--- src/rtl/mat32_pkg.sv ---
// Shared definitions for the 32x32 complex matrix-product datapath:
// Q-format widths, dot-product length and the accumulator FSM encoding.
package mat32_pkg;

    localparam int IN_W    = 32;                       // signed Q11.21 product word
    localparam int FRAC_W  = 21;                       // fractional bits, in and out
    localparam int N_TERMS = 32;                       // products per dot-product element
    localparam int ACC_W   = IN_W + $clog2(N_TERMS);   // signed Q16.21, full bit growth

    typedef enum logic {
        ACC  = 1'b0,   // accepting products into the running sum
        HOLD = 1'b1    // completed sum presented, waiting for the consumer
    } acc_state_e;

endpackage

--- src/rtl/sext_accum.sv ---
// One signed accumulator lane: sign-extends each input word to the
// accumulator width and adds it, with a synchronous clear. Used twice,
// once for the real part and once for the imaginary part.
module sext_accum #(
    parameter int IN_W  = 32,
    parameter int ACC_W = 37
) (
    input  logic             clk_i,
    input  logic             rst_i,
    input  logic             clr_i,
    input  logic             en_i,
    input  logic [IN_W-1:0]  din_i,
    output logic [ACC_W-1:0] acc_o
);

    logic [ACC_W-1:0] acc_q;
    logic [ACC_W-1:0] acc_d;
    logic [ACC_W-1:0] din_sext;

    // Binary point stays in place: only the integer part grows.
    assign din_sext = {{(ACC_W-IN_W){din_i[IN_W-1]}}, din_i};

    // Next sum: clear wins over accumulate; otherwise hold.
    always_comb begin
        acc_d = acc_q;
        if (clr_i) begin
            acc_d = '0;
        end else if (en_i) begin
            acc_d = acc_q + din_sext;
        end
    end

    // Accumulator register with synchronous reset.
    always_ff @(posedge clk_i) begin
        if (rst_i) begin
            acc_q <= '0;
        end else begin
            acc_q <= acc_d;
        end
    end

    assign acc_o = acc_q;

endmodule

--- src/rtl/complex_dot_acc.sv ---
// Complex dot-product accumulator: sums N_TERMS complex products into one
// matrix-product element and hands it downstream with a valid/ready pair.
//
// Handshake rules: an input transfer happens on a rising edge where
// in_valid && in_ready; a result transfer happens where out_valid &&
// out_ready. in_ready and out_valid depend only on the registered state,
// never combinationally on in_valid or out_ready. While out_valid is high
// the result is held stable and all input activity is ignored.
module complex_dot_acc
    import mat32_pkg::*;
#(
    parameter int N_TERMS = mat32_pkg::N_TERMS,
    parameter int IN_W    = mat32_pkg::IN_W,
    parameter int ACC_W   = IN_W + $clog2(N_TERMS)
) (
    input  logic                       clk_acc,
    input  logic                       rst_acc,
    input  logic                       in_valid,
    output logic                       in_ready,
    input  logic [IN_W-1:0]            in_real,
    input  logic [IN_W-1:0]            in_imag,
    output logic                       out_valid,
    input  logic                       out_ready,
    output logic [ACC_W-1:0]           acc_real,
    output logic [ACC_W-1:0]           acc_imag,
    output logic [$clog2(N_TERMS)-1:0] term_cnt
);

    localparam int CNT_W = $clog2(N_TERMS);
    localparam logic [CNT_W-1:0] LAST_CNT = CNT_W'(N_TERMS - 1);

    acc_state_e       state_q;
    acc_state_e       state_d;
    logic [CNT_W-1:0] term_cnt_q;
    logic [CNT_W-1:0] term_cnt_d;
    logic             xfer;
    logic             last_term;
    logic             result_taken;

    assign xfer         = in_valid && in_ready;
    assign last_term    = (term_cnt_q == LAST_CNT);
    assign result_taken = (state_q == HOLD) && out_ready;

    // State and term counter registers; reset drops any partial sum.
    always_ff @(posedge clk_acc) begin
        if (rst_acc) begin
            state_q    <= ACC;
            term_cnt_q <= '0;
        end else begin
            state_q    <= state_d;
            term_cnt_q <= term_cnt_d;
        end
    end

    // Next state and next count: the final product wraps the count to zero.
    always_comb begin
        state_d    = state_q;
        term_cnt_d = term_cnt_q;
        case (state_q)
            ACC: begin
                if (xfer) begin
                    if (last_term) begin
                        term_cnt_d = '0;
                        state_d    = HOLD;
                    end else begin
                        term_cnt_d = term_cnt_q + 1'b1;
                    end
                end
            end
            HOLD: begin
                if (out_ready) begin
                    state_d = ACC;
                end
            end
            default: state_d = ACC;
        endcase
    end

    // Handshake outputs decoded purely from the registered state.
    always_comb begin
        in_ready  = 1'b0;
        out_valid = 1'b0;
        case (state_q)
            ACC:     in_ready  = 1'b1;
            HOLD:    out_valid = 1'b1;
            default: in_ready  = 1'b1;
        endcase
    end

    assign term_cnt = term_cnt_q;

    sext_accum #(
        .IN_W  (IN_W),
        .ACC_W (ACC_W)
    ) u_acc_real (
        .clk_i (clk_acc),
        .rst_i (rst_acc),
        .clr_i (result_taken),
        .en_i  (xfer),
        .din_i (in_real),
        .acc_o (acc_real)
    );

    sext_accum #(
        .IN_W  (IN_W),
        .ACC_W (ACC_W)
    ) u_acc_imag (
        .clk_i (clk_acc),
        .rst_i (rst_acc),
        .clr_i (result_taken),
        .en_i  (xfer),
        .din_i (in_imag),
        .acc_o (acc_imag)
    );

endmodule

--- config.mk ---
export PLATFORM = sky130hd
export DESIGN_NAME = complex_dot_acc
export DESIGN_NICKNAME = d
export VERILOG_FILES = /design/src/rtl/mat32_pkg.sv /design/src/rtl/sext_accum.sv /design/src/rtl/complex_dot_acc.sv
export SDC_FILE = /design/constraint.sdc
export NUM_CORES = 1
export LEC_CHECK = 0
export BUFFER_PORTS_ARGS = -buffer_cell sky130_fd_sc_hd__buf_2
export CAP_MARGIN = 15
export CORE_ASPECT_RATIO = 1.5
export CORE_MARGIN = 2
export CORE_UTILIZATION = 56
export DETAILED_ROUTE_END_ITERATION = 8
export GPL_TIMING_DRIVEN = 1
export PLACE_DENSITY_LB_ADDON = 0.2
export SYNTH_ARGS = -nofsm -noshare
export SYNTH_HDL_FRONTEND = slang
export SYNTH_SLANG_ARGS = --single-unit
--- constraint.sdc ---
create_clock -name clk_acc -period 3.6 [get_ports clk_acc]
set_clock_uncertainty 0.1 [all_clocks]
set_input_delay 0.72 -clock clk_acc [delete_from_list [all_inputs] [get_ports clk_acc]]
set_output_delay 0.72 -clock clk_acc [all_outputs]
set_load 0.02 [all_outputs]
==> flow_metrics.py <==
metrics = {
    "placement": {
        "gp_congestion": 0.978,
        "portBuffers": 148,
        "dp_hpwl_um": 13600,
    },
    "clock_tree": {
        "htree_levels": 3,
        "path_clk_slew_ns": 0.06,
        "hold_buffers": 0,
        "clk_latency_ns": 0.34,
        "cts_tree": "yes",
        "cts.sink_count": 80,
        "cts_setup_buffers": 0,
        "cts_buffer_depth": 2,
        "ctsRootBufferMaster": "clkbuf_16",
        "cts_made_buffers": 9,
        "cts_resized": 0,
    },
    "setup_path": {
        "path_max_fanout": 3,
        "crit_chain": "buf_2 > ha_1 > fa_1 > a21oi_1 > nor2_1 > o311a_1 > o21a_1 > o211ai_1 > a21boi_0 > o21ai_1 > buf_4 > nor2_1 > xor2_1 > a22o_1",
        "crit_top_cell": "nor2_1",
        "critPathSlowestCell": "fa_1",
        "worstSetupPathType": "input pin to flip-flop",
        "critical_path.endpoint_type": "flip-flop",
        "slowest_delay_ns": 0.38,
        "critPathArrivalTime_ns": 3.40,
        "cp-start-kind": "input pin",
        "crit_required_ns": 3.74,
    },
    "detailed_routing": {
        "drt_pass1_iterations": 5,
        "drtAntennaViolNets": 0,
        "num_vias": 6747,
        "drc_errors": 0,
        "wirelength_um": 17600,
        "drt_first_iter_violations": 330,
        "wire_per_inst_um": 15.2,
        "viasPerCell": 5.84,
    },
    "logic_synthesis": {
        "synthXorXnorAreaFrac": 0.0795,
        "synthMuxAreaShare": 0.00154,
        "yosysMostFrequentCell": "nand2_1",
        "synth_common_cells": "nand2_1 (119), a21oi_1 (104), dfxtp_1 (80)",
        "syn_area_um2": 6500,
        "synthArstFlopShare": 0,
        "yosys_warnings": 0,
        "synth_compound_area_frac": 0.294,
        "synth-adder-area-share": 0.149,
        "synth.largest_area_cell": "dfxtp_1",
        "syn-num-nets": 989,
        "synth_area_leaders": "dfxtp_1 (25%), ha_1 (14%), a21oi_1 (8.0%), nand2_1 (6.9%), a21o_1 (5.4%)",
        "synth_seq_cells": 80,
        "ys_types": 68,
        "synth_edf_count": 0,
        "yosys.area_share.simple": 0.205,
        "ys_seq_area_frac": 0.246,
        "synth_top_area_share": 0.246,
        "synth.avg_cell_area_um2": 7.69,
        "synthFlopType": "dfxtp_1",
        "syn_inst": 845,
        "synth_top_family_by_area": "compound AO/OA/AOI/OAI gates",
    },
    "finish": {
        "antenna_cells": 0,
        "area_growth_syn_to_layout_pct": 20.7,
        "fin_nets": 1145,
        "layout-drive-gt1-share": 0.217,
    },
    "timing": {
        "tns_ns": 0,
        "relSlewSlack": 0.532,
        "setup_viol": 0,
        "period_share": 0.906,
        "slew_viol_final": 0,
        "hold_violations": 0,
        "period_minus_slack_ns": 3.26,
        "rsz0062_at_grt": "no",
        "tightestPinTransition_ns": 0.702,
        "fmax_mhz": 306,
    },
    "global_routing": {
        "track_usage": 0.281,
        "antenna_found_initial": 1,
        "grt_max_degree": 37,
        "use_met1": 0.307,
        "use_met2": 0.527,
        "grt-busiest-layer": "met2",
        "grt_overflow": 0,
        "grt_first_pass_wirelength_um": 29000,
        "use_met3": 0.0388,
        "grt_pass1_vias": 6465,
    },
    "floorplanning": {
        "die_area_um2": 12500,
        "num_rows": 48,
        "boundaryPins": 149,
        "coreArea_um2": 11400,
        "die_y_um": 136,
        "initial_core_util": 0.569,
        "die_w_um": 92.0,
    },
    "run_status": {
        "outcome": "complete, no violations",
    },
    "min_path": {
        "hp-class": "flip-flop to flip-flop",
    },
    "pwr": {
        "powerDensity_nw_per_um2": 476,
        "total_power_uw": 3730,
        "vdd_drop_max_mv": 0.274,
        "p_leak_uw": 0.00391,
    },
    "job": {
        "max_cap_viol_count": 0,
    },
}
layout make-up:
class                   count  area [um^2]
clock inverters             5         56.3
repair buffers            179          973
well taps                 150          188
clock buffers              11          243
multi-input cells         723         4750
inverters                   8         30.0
fillers                  1068         3570
flip-flops and latches     80         1600
cell usage in the layout, fill, tap and decap left out, types with 4 or more instances in the layout:
cell,instances
a211oi_1,13
a21boi_0,4
a21o_1,46
a21oi_1,104
a31oi_1,10
and2_1,4
and3_1,12
buf_2,148
buf_4,31
clkbuf_16,9
dfxtp_1,80
ha_1,74
inv_1,8
nand2_1,118
nand2b_1,11
nand3_1,21
nand3b_1,4
nand4_1,11
nor2_1,63
nor2b_1,5
nor3_1,19
o21a_1,6
o21ai_0,52
o21ai_1,5
o21bai_1,5
o31ai_1,8
or2_2,4
or3_1,5
xnor2_1,37
xor2_1,22
sequential cells by signal (all words and copies together), names as in the netlist:
register,flops
u_acc_imag.acc_o,37
state_q,1
term_cnt,5
u_acc_real.acc_o,37
routing by layer:
metal | up-vias | wire length (um)
met3 | 52 | 847
met5 | - | 11
met2 | 184 | 9260
met1 | 3111 | 6920
met4 | 2 | 589
li1 | 3398 | -
critical path: cells and delay by family:
family | cells | cell delay [ns]
adders and majority gates | 2 | 0.59
xor gates and xnor gates | 1 | 0.14
and+or+nand+nor | 2 | 0.14
buffers and inverters | 2 | 0.26
AOI/OAI and AO/OA | 7 | 1.54
through the flow:
stage	area, um^2	hold WS (ns)	utilization	worst slack [ns]	cells
5_1_grt	7840	0.395	0.687	0.128	1156
3_3_place_gp	7540	0.355	0.661	0.0879	1140
6_report	7840	0.367	0.687	0.337	1156
3_5_place_dp	7540	0.360	0.661	0.0229	1140
2_1_floorplan	6500	0.439	-	0.236	845
4_1_cts	7840	0.369	0.687	0.373	1156
cells by family after synthesis:
family,Yosys count
DFF,80
and+or+nand+nor,289
adders and majority gates,76
xor gates and xnor gates,59
muxes,1
AOI/OAI and AO/OA,298
buffers and inverters,42
path summary, 6_finish.rpt:
path / from / to / slack, ns / cells past startpoint
worst min-delay path: u_acc_imag.acc_o[27] / u_acc_imag.acc_o[27] / 0.37 / 2
worst max register to register: u_acc_imag.acc_o[0] / u_acc_imag.acc_o[26] / 0.49 / 13
worst max-delay path: in_imag[0] / u_acc_imag.acc_o[26] / 0.34 / 14
worst min register to register: u_acc_imag.acc_o[27] / u_acc_imag.acc_o[27] / 0.37 / 2
where the power goes:
group | leakage (uW) | internal (uW) | switching [uW]
Combinational | 0.00311 | 717 | 968
Sequential | 0.000660 | 1010 | 99.7
Clock | 0.000145 | 556 | 384
(Power assumes the default switching activity.)
